==> src/rtl/cnn_conv_sequencer.sv <==
// Sequencer for the KxK convolution datapath: fetches taps, accumulates, quantises, writes results.
// Optional CNN_SEQ_RELU_EN clamps negative quantised results to zero before saturation.
module cnn_conv_sequencer #(
    parameter int IMG_W = 6,
    parameter int IMG_H = 6,
    parameter int K     = 3,
    parameter int AW    = 8,
    parameter int ACC_W = 20,
    parameter int SHIFT = 4
) (
    input  logic          clock,
    input  logic          reset,
    input  logic          start,
    output logic          busy,
    output logic          done,
    output logic          img_re,
    output logic [AW-1:0] img_addr,
    input  logic [7:0]    pix_data,
    output logic [AW-1:0] w_addr,
    input  logic [7:0]    w_data,
    output logic          res_we,
    output logic [AW-1:0] res_addr,
    output logic [7:0]    res_data,
    output logic [7:0]    Res_reg
);

    localparam int OW = IMG_W - K + 1;
    localparam int OH = IMG_H - K + 1;
    localparam logic [AW-1:0] KM1  = AW'(K - 1);
    localparam logic [AW-1:0] OWM1 = AW'(OW - 1);
    localparam logic [AW-1:0] OHM1 = AW'(OH - 1);

    typedef enum logic [2:0] {IDLE, FETCH, DRAIN, WRITE, DONE} state_t;

    state_t                   state;
    logic [AW-1:0]            ox, oy, kx, ky;
    logic                     valid;
    logic signed [ACC_W-1:0]  acc;

    logic signed [16:0]       prod;
    logic signed [ACC_W-1:0]  prod_ext;
    logic signed [ACC_W-1:0]  acc_sum;
    logic signed [ACC_W-1:0]  shifted;
    logic [7:0]               q;
    logic [AW-1:0]            next_kx, next_ky, next_ox, next_oy;
    logic                     last_tap, last_out;

    function automatic logic [AW-1:0] pix_addr(input logic [AW-1:0] x, input logic [AW-1:0] y,
                                               input logic [AW-1:0] tx, input logic [AW-1:0] ty);
        return AW'((32'(y) + 32'(ty)) * 32'(IMG_W) + 32'(x) + 32'(tx));
    endfunction

    function automatic logic [AW-1:0] lin_addr(input logic [AW-1:0] x, input logic [AW-1:0] y,
                                               input int unsigned stride);
        return AW'(32'(y) * stride + 32'(x));
    endfunction

    always_comb begin
        prod     = $signed({1'b0, pix_data}) * $signed(w_data);
        prod_ext = {{(ACC_W-17){prod[16]}}, prod};
        acc_sum  = valid ? acc + prod_ext : acc;
        shifted  = acc_sum >>> SHIFT;
`ifdef CNN_SEQ_RELU_EN
        if (shifted[ACC_W-1])
            q = '0;
        else if (|shifted[ACC_W-2:7])
            q = 8'h7F;
        else
            q = shifted[7:0];
`else
        if (!shifted[ACC_W-1] && (|shifted[ACC_W-2:7]))
            q = 8'h7F;
        else if (shifted[ACC_W-1] && !(&shifted[ACC_W-2:7]))
            q = 8'h80;
        else
            q = shifted[7:0];
`endif
        last_tap = (kx == KM1) && (ky == KM1);
        next_kx  = (kx == KM1) ? '0 : kx + 1'b1;
        next_ky  = (kx == KM1) ? ky + 1'b1 : ky;
        last_out = (ox == OWM1) && (oy == OHM1);
        next_ox  = (ox == OWM1) ? '0 : ox + 1'b1;
        next_oy  = (ox == OWM1) ? oy + 1'b1 : oy;
    end

    always_ff @(posedge clock or negedge reset) begin
        if (!reset) begin
            state    <= IDLE;
            ox       <= '0;
            oy       <= '0;
            kx       <= '0;
            ky       <= '0;
            acc      <= '0;
            valid    <= 1'b0;
            busy     <= 1'b0;
            done     <= 1'b0;
            img_re   <= 1'b0;
            img_addr <= '0;
            w_addr   <= '0;
            res_we   <= 1'b0;
            res_addr <= '0;
            res_data <= '0;
            Res_reg  <= '0;
        end else begin
            valid  <= img_re;
            img_re <= 1'b0;
            res_we <= 1'b0;
            done   <= 1'b0;
            case (state)
                IDLE: begin
                    if (start) begin
                        state    <= FETCH;
                        busy     <= 1'b1;
                        ox       <= '0;
                        oy       <= '0;
                        kx       <= '0;
                        ky       <= '0;
                        acc      <= '0;
                        img_re   <= 1'b1;
                        img_addr <= '0;
                        w_addr   <= '0;
                    end
                end
                FETCH: begin
                    acc <= acc_sum;
                    if (last_tap) begin
                        state <= DRAIN;
                    end else begin
                        kx       <= next_kx;
                        ky       <= next_ky;
                        img_re   <= 1'b1;
                        img_addr <= pix_addr(ox, oy, next_kx, next_ky);
                        w_addr   <= lin_addr(next_kx, next_ky, K);
                    end
                end
                // The quantised value is registered here so the write strobe,
                // data and Res_reg all appear together during WRITE.
                DRAIN: begin
                    acc      <= acc_sum;
                    res_we   <= 1'b1;
                    res_data <= q;
                    Res_reg  <= q;
                    res_addr <= lin_addr(ox, oy, OW);
                    state    <= WRITE;
                end
                WRITE: begin
                    ox <= next_ox;
                    oy <= next_oy;
                    if (last_out) begin
                        state <= DONE;
                        busy  <= 1'b0;
                        done  <= 1'b1;
                    end else begin
                        state    <= FETCH;
                        kx       <= '0;
                        ky       <= '0;
                        acc      <= '0;
                        img_re   <= 1'b1;
                        img_addr <= pix_addr(next_ox, next_oy, '0, '0);
                        w_addr   <= '0;
                    end
                end
                DONE: begin
                    state <= IDLE;
                end
                default: begin
                    state <= IDLE;
                end
            endcase
        end
    end

endmodule

==> config.mk <==
export PLATFORM = sky130hd
export DESIGN_NAME = cnn_conv_sequencer
export DESIGN_NICKNAME = d
export VERILOG_FILES = /design/src/rtl/cnn_conv_sequencer.sv
export SDC_FILE = /design/constraint.sdc
export NUM_CORES = 1
export LEC_CHECK = 0
export CAP_MARGIN = 20
export CORE_MARGIN = 5
export CORE_UTILIZATION = 54
export CTS_CLUSTER_SIZE = 12
export DETAILED_ROUTE_END_ITERATION = 12
export PLACE_DENSITY = 0.74
export SYNTH_ARGS = -nofsm -noshare
export SYNTH_HDL_FRONTEND = slang
export SYNTH_SLANG_ARGS = --single-unit
==> constraint.sdc <==
create_clock -name clock -period 7.44 [get_ports clock]
set_input_delay 1.488 -clock clock [delete_from_list [all_inputs] [get_ports clock]]
set_output_delay 1.488 -clock clock [all_outputs]
set_load 0.1 [all_outputs]
# Word level (Yosys, flattened, before mapping)
# Index checks and enable logic that the tools add are counted.
# word_totals
out_inout_bits	44
wordCells	100
reg_bits	92
inputBits	19
# classes
reduce_logical	19
muxes	37
n_eq_ne	13
addsub	11
mul	4
# ops
op	n
two-way mux 8 bit	13
one-hot mux 8 bit (3 select lines)	4
two-way mux 20 bit	3
one-hot mux 20 bit (3 select lines)	1
adder 8 bit	5
adder 8 x 1 -> 8 bit, second input constant	4
== test 8 x 2 -> 1 bit, second input constant	4
one-hot mux 8 bit (2 select lines)	2
adder 20 x 17 -> 20 bit	1
multiplier 9 x 8 -> 17 bit	1
one-hot mux 3 bit (4 select lines)	1
inequality test 2 bit, second input constant	5
adder 8 x 8 -> 9 bit	1
multiplier 9 x 2 -> 7 bit, second input constant	1
two-way mux 3 bit	3
AND reduction 9 bit	1
OR reduction 9 bit	1
multiplier 8 x 2 -> 7 bit, second input constant	1
multiplier 8 x 2 -> 8 bit, second input constant	1
two-way mux 1 bit	8
AND reduction 4 bit	2
== test 3 x 2 -> 1 bit, second input constant	2
AND reduction 3 bit	2
nonzero test 3 bit	2
10 further kinds	15

# Logic depth before layout (Yosys ltp)
# Gate-level depths: netlist of the first run.
# logic_depth
word_depth	8
ltp_mapped	26
ltp_nobuf	25

# Worst setup path after synthesis of the first run
# OpenSTA, ideal clock, no wires.
# synth_timing
kind	input-to-reg
start	in w_data[1]
end	reg Res_reg[0]
path_buffers	1
arrival_ns	6.547
required_ns	7.297
slack_ns	0.750
setup_ns	0.143
stages	18
cell_sequence	clkbuf_1 nand2_1 fa_1 inv_1 fa_1 fa_1 fa_1 fa_1 ha_1 and2_4 a221o_1 a2111o_1 a211oi_2 o31ai_1 nor2_1 nand4_1 o41ai_4 a211oi_1
# synth_between
elab_chain_cells	8
word_cells_on_any_way	11
cone_classes	add/sub: 1; mul: 1; mux: 3; reduce/logical: 6
# synth_lines
element	line	text
from (decl)	20	input logic [7:0] w_data,
multiplier 9 x 8 -> 17 bit *	59	prod = $signed({1'b0, pix_data}) * $signed(w_data);
adder 20 x 17 -> 20 bit *	61	acc_sum = valid ? acc + prod_ext : acc;
two-way mux 20 bit *	61	
AND reduction 9 bit	73	else if (shifted[ACC_W-1] && !(&shifted[ACC_W-2:7]))
zero test 1 bit	73	
logical AND 1 bit	73	
two-way mux 8 bit	73	
two-way mux 8 bit *	71	if (!shifted[ACC_W-1] && (|shifted[ACC_W-2:7]))
to (signal assigned)	142	Res_reg <= q;
to (decl)	24	output logic [7:0] Res_reg
# Mark *: on every way between the ends. The rest lies on a longest branch, timed or not. The select of a mux whose other input is x is not followed.
# A chain may end at the register's enable or synchronous reset.

# Final worst setup path of the first run
# layout_timing
start	in pix_data[4]
end	reg Res_reg[2]
# layout_between
elab_chain_cells	8
word_cells_on_any_way	11
cone_classes	add/sub: 1; mul: 1; mux: 3; reduce/logical: 6
# layout_lines
element	line	text
from (decl)	18	input logic [7:0] pix_data,
multiplier 9 x 8 -> 17 bit *	59	
adder 20 x 17 -> 20 bit *	61	
two-way mux 20 bit *	61	
AND reduction 9 bit	73	
zero test 1 bit	73	
logical AND 1 bit	73	
two-way mux 8 bit	73	
two-way mux 8 bit *	71	
# Marked as above.

==> results.txt, run 1 <==
Initial antenna violation count -> 0
Critical Path, Cell by Cell -> clkdlybuf4s50_1 > nand2_1 > fa_1 > fa_1 > inv_1 > fa_1 > fa_1 > fa_1 > ha_1 > and2_4 > a221o_1 > a21oi_1 > a21oi_1 > o2111a_1 > nor3_4 > nor3_1 > a211oi_2 > a211oi_1
Clk pin slew, worst setup/hold paths -> 0.07 ns
Syn. warnings -> 0
Synth Register Bits -> 92
Crit Path Class -> primary input to flop
Setup violators final -> 0
Post-route cell area -> 10,240 um^2
HPWL Detailed -> 16.12 mm
Most frequent cells in the layout -> inv_1 (124), ha_1 (107), nand2_1 (98), dfrtp_1 (92), fa_1 (70)
Total CTS buffers -> 9
CP max stage delay -> 0.64 ns
Max reg flops -> 20
Largest net degree at the start of global routing -> 59
Worst hold slack -> 0.4022 ns
Startpoint types -> primary input
Row count -> 47
Leakage Power -> 0.005018 uW
RSZ-0062 raised after global routing -> no
H-tree depth -> 3
Crit path arrival time -> 7.27 ns
Status -> finished, final reports clean
IO Port Bufs -> 62
Routed WL per cell -> 16.08 um
Tcrit/Tclk final -> 95.14%
Drt drc -> 0
Gr usage total -> 21.56%
Max transition margin -> 30.16%
Worst Path Max Fanout -> 8
Die W -> 139.6 um
Fin. max-slew vios -> 0
DR vias -> 6,989
Worst Hold Class -> flop to flop
Synth cell types -> 59
Synth-to-Final Area Change -> 13.00%
Vias in the first global route -> 7,306
Skew-Pair Late Insertion Delay -> 0.34 ns
Syn_nets -> 1,169
DR top layer -> met4
DRT Wirelength -> 20.18 mm
# hold bufs at CTS -> 0
Setup TNS -> 0 ns
# Post-CTS Setup Buffers -> 0
Final min period -> 7.078 ns
Post-synth EDFFs -> 0
Core area -> 16,520 um^2
Antenna Cells -> 0
M1 WL -> 8.791 mm
Global route overflow -> 0
First-pass GRT wire length -> 34.99 mm
Max Cap Viol -> 0
Ys async rst share -> 100.0%
Die area -> 19,480 um^2
Via-per-instance ratio -> 5.569
Fin. Hold Viols -> 0
Final nets -> 1,226
TritonCTS clock tree -> built
# resized after CTS -> 0
Starting DRC count in detailed routing -> 376
Final core utilization -> 62.00%
Worst Max-Slew Pin Slew -> 1.044 ns
CP Capture Type -> flop
Final setup skew -> 0.007908 ns
Layout fillers -> 1,430
Power density cells -> 383.0 nW/um^2
Fmax achieved -> 0.1413 GHz
Clock Sink Count -> 92
Starting density of the core -> 54.86%
Placed Instance Area -> 9920 um^2
Hold path cells -> 0
Placer Congestion -> 0.8906
CP Data Required Time -> 7.63 ns
Met3 wire length -> 662 um
Reg with most FFs -> acc
Met2 WL -> 10.05 mm
Syn Std Cell Area -> 9066 um^2
Share of cells above drive strength 1 -> 4.734%
1st-pass router iterations -> 5
Sequential-to-total area share from yosys stat -> 25.39%
CP most frequent cell -> fa_1
Die height -> 139.6 um
Num ports -> 63
Syn avg cell area -> 9.318 um^2
Post-synth top flop -> dfrtp_1
Worst-case reg-to-reg path depth -> 24
Slowest CP cell -> clkdlybuf4s50_1
Synth Instances -> 973
Max VDD drop -> 0.2711 mV
Most common cell after layout, fill and taps aside -> inv_1
Root Driver -> clkbuf_16
DRT antenna net count -> 0
Max clock buf depth -> 2
stage by stage:
step	setup slack, ns	total power, uW	cells
2_1_floorplan	0.7496	2850	973
3_3_place_gp	0.1027	3358	1239
3_5_place_dp	0.03772	3415	1239
4_1_cts	0.3754	3939	1255
5_1_grt	0.03823	4334	1255
6_report	0.3618	3924	1255
critical path, delay by kind of cell:
family / cells / cell delay, ns
simple gates: 4 / 0.62
compound gates: 6 / 1.61
buf+inv: 2 / 0.70
fa+ha+maj: 6 / 2.86
worst paths after layout:
kind | endpoint | slack, ns | start
max reg2reg | img_addr[7] | 1.21 | kx[0]
max in group asynchronous | res_addr[4] | 5.24 | reset
max | Res_reg[2] | 0.36 | pix_data[4]
min | valid | 0.40 | img_re
min in group asynchronous | w_addr[1] | 1.09 | reset
min reg2reg | valid | 0.40 | img_re
report_power, final:
part | total (uW) | internal, uW | switching, uW
logic | 2780 | 1250 | 1520
registers | 646 | 595 | 51.0
clock network | 500 | 304 | 197
total | 3920 | 2150 | 1770
synth_stat cells, drive strengths merged (2+ instances only):
cell	n	area share, %
nor2	47	1.9
and2	36	2.5
o221ai	3	0.29
buf	17	1.2
mux2	5	0.62
nand2b	9	0.62
and3	9	0.62
a22o	13	1.3
fa	70	15
a31oi	4	0.28
a21o	21	1.7
ha	107	15
inv	124	5.1
a211oi	12	1.1
nor4	4	0.44
o31ai	9	0.75
nand4	6	0.41
a21oi	46	2.5
a221oi	4	0.39
xnor2	58	5.6
a32o	6	0.66
a2111o	2	0.25
o21bai	12	0.99
nand3	20	1.1
a21boi	2	0.17
xor2	22	2.1
dfrtp	92	25
nand2	99	4.1
mux2i	8	0.88
clkbuf	16	0.66
o21ai	59	3.3
nor3	13	0.84
cell type report:
cell class / instances / area, um^2 / share of cell area [%]
Timing Repair Buffer: 79 / 745.7 / 7.279
Sequential cell: 92 / 2302 / 22.47
Inverter: 125 / 469.2 / 4.580
Clock buffer: 10 / 239.0 / 2.333
Clock inverter: 6 / 86.33 / 0.8427
Tap cell: 220 / 275.3 / 2.687
Multi-Input combinational cell: 723 / 6127 / 59.81
routing by layer:
| metal | track usage [%] | vias up |
|---|---|---|
| met2 | 37.84 | 154 |
| li1 | - | 3386 |
| met5 | 0 | - |
| met4 | 8.210 | 0 |
| met3 | 3.087 | 47 |
| met1 | 27.03 | 3402 |
logic make-up (layout without fill, tap and decap cells):
kind of cell / after synthesis / after routing / share of synthesized area, %
flip-flops: 92 / 92 / 25.39
XOR/XNOR: 80 / 80 / 7.728
adder cells (fa/ha/maj): 177 / 177 / 30.22
buffers and inverters: 158 / 220 / 7.025
AND/OR/NAND/NOR: 251 / 251 / 13.33
AO/OA/AOI/OAI: 202 / 202 / 14.79
multiplexers: 13 / 13 / 1.504
Power figures use the tool's default switching activity.
==> inputs of run 2 (changes only) <==
Settings changed: GPL_TIMING_DRIVEN set to 0.
==> run 2 against run 1 <==
Sequential power barely moved. Core utilization increased by 0.48 points. Register-to-register slack worse by 0.25 ns. Highest routed layer unchanged.
==> results.txt, run 2 (same netlist as run 1, synthesis figures left out) <==
Status -> finished, final reports clean
Post-route cell area -> 10,320 um^2
Share of cells above drive strength 1 -> 4.853%
TritonCTS clock tree -> built
Net Sw Frac -> 45.69%
Worst Path Max Fanout -> 8
Tcrit/Tclk final -> 96.24%
Max VDD drop -> 0.3046 mV
Leakage Power -> 0.005147 uW
Die W -> 139.6 um
Logic pwr share -> 71.6%
Max transition margin -> 31.20%
Fin. Hold Viols -> 0
Max reg flops -> 20
Synth-to-Final Area Change -> 13.88%
Pwr Total -> 3860 uW
Skew-Pair Late Insertion Delay -> 0.34 ns
Worst hold slack -> 0.4152 ns
Placed Instances -> 1,254
Clk pin slew, worst setup/hold paths -> 0.06 ns
Layout fillers -> 1,425
Fin. max-slew vios -> 0
Vias in the first global route -> 7,200
Psw -> 1764 uW
Register area -> 2302 um^2
Most frequent cells in the layout -> inv_1 (124), ha_1 (107), nand2_1 (98), dfrtp_1 (92), fa_1 (70)
Crit path arrival time -> 7.35 ns
HPWL Detailed -> 16.37 mm
Placed Instance Area -> 9967 um^2
Num ports -> 63
Crit Path Class -> primary input to flop
1st-pass router iterations -> 5
Final min period -> 7.160 ns
Core area -> 16,520 um^2
Row count -> 47
Startpoint types -> primary input
IO Port Bufs -> 60
Most common cell after layout, fill and taps aside -> inv_1
Setup violators final -> 0
First-pass GRT wire length -> 35.62 mm
Clock share of power -> 11.6%
DRT antenna net count -> 0
Total CTS buffers -> 9
Fmax achieved -> 0.1397 GHz
Die area -> 19,480 um^2
Worst Max-Slew Pin Slew -> 1.029 ns
Global route overflow -> 0
Layout Cells excl Fill -> 1,271
Clock Sink Count -> 92
Gr usage total -> 21.93%
DR vias -> 7,011
H-tree depth -> 3
Antenna Cells -> 0
Via-per-instance ratio -> 5.516
CP Data Required Time -> 7.63 ns
Worst Hold Class -> flop to flop
Die height -> 139.6 um
DRT Wirelength -> 20.22 mm
Drt drc -> 0
Routed WL per cell -> 15.91 um
Largest net degree at the start of global routing -> 64
Max clock buf depth -> 2
Multi-input combinational cell area -> 6151 um^2
Starting density of the core -> 54.86%
Initial antenna violation count -> 0
Max Cap Viol -> 0
Sequential power share -> 16.8%
Placer Congestion -> 0.8737
Starting DRC count in detailed routing -> 519
Final setup skew -> 0.007049 ns
Internal power -> 2097 uW
Reg with most FFs -> acc
CP Capture Type -> flop
Final nets -> 1,242
Power density cells -> 373.9 nW/um^2
Root Driver -> clkbuf_16
-- run 2: layer usage --
metal,wire length (um),GRT usage (%),vias up
li1,-,-,3426
met1,8657,28.04,3372
met2,10280,39.03,186
met3,971,3.396,27
met4,317,5.558,0
met5,0,0,-
-- run 2: worst max-delay path: stages --
cell and delay (ns):
clkdlybuf4s50_1 0.63, nand2_1 0.12, fa_1 0.49, inv_1 0.05, fa_1 0.51, fa_1 0.46, fa_1 0.59, fa_1 0.42
ha_1 0.38, and2_4 0.17, a221o_1 0.38, a2111o_1 0.44, a211oi_2 0.25, o31ai_2 0.11, nor2_1 0.12, nand4_1 0.15
o41ai_4 0.30, buf_4 0.19, a211oi_1 0.08
-- run 2: cell type report --
type / instances / area share [%]
multi-input combinational: 723 / 59.57
sequential: 92 / 22.30
timing repair buffer: 62 / 6.423
inverter: 125 / 4.544
tap: 220 / 2.666
clock buffer: 12 / 2.581
buffer: 33 / 1.624
clock inverter: 4 / 0.2908
-- run 2: worst paths after layout --
path                       cells after the start  slack [ns]        start           to
max reg2reg                                   25        0.96        kx[0]  img_addr[7]
min                                            0        0.42       img_re        valid
max in group asynchronous                      2        5.71        reset        oy[2]
min reg2reg                                    0        0.42       img_re        valid
max                                           19        0.28  pix_data[7]   Res_reg[3]
min in group asynchronous                      1        1.07        reset       acc[1]
-- run 2: through the flow --
step | TNS [ns] | utilization, % | setup slack [ns]
4_1_cts | 0 | 62.10 | 0.0008216
3_3_place_gp | -2.904 | 60.17 | -0.4196
6_report | 0 | 62.48 | 0.2800
2_1_floorplan | 0 | - | 0.7496
3_5_place_dp | -2.958 | 60.32 | -0.4406
5_1_grt | -0.001339 | 62.48 | -0.001339
-- run 2: timing repair --
item | in CTS | in global routing
buffers inserted | 0 | 1
pin swaps | 0 | 1
hold buffers | 0 | 0
gates resized for setup | 1 | 17
setup endpoints to repair | 7 | 7
-- run 2: power by group through the flow --
stage	Clock (uW)	Sequential, uW	Combinational [uW]
final	449	649	2760
after global routing	482	659	3140
after CTS	460	649	2740
after detailed placement	0	659	2710
after global placement	0	657	2640
after floorplan	0	663	2190
==> inputs of run 3 (changes only) <==
Settings changed: SLEW_MARGIN set to 5.
==> results of run 3 <==
Final layout, timing and power as in run 2 (identical DEF).
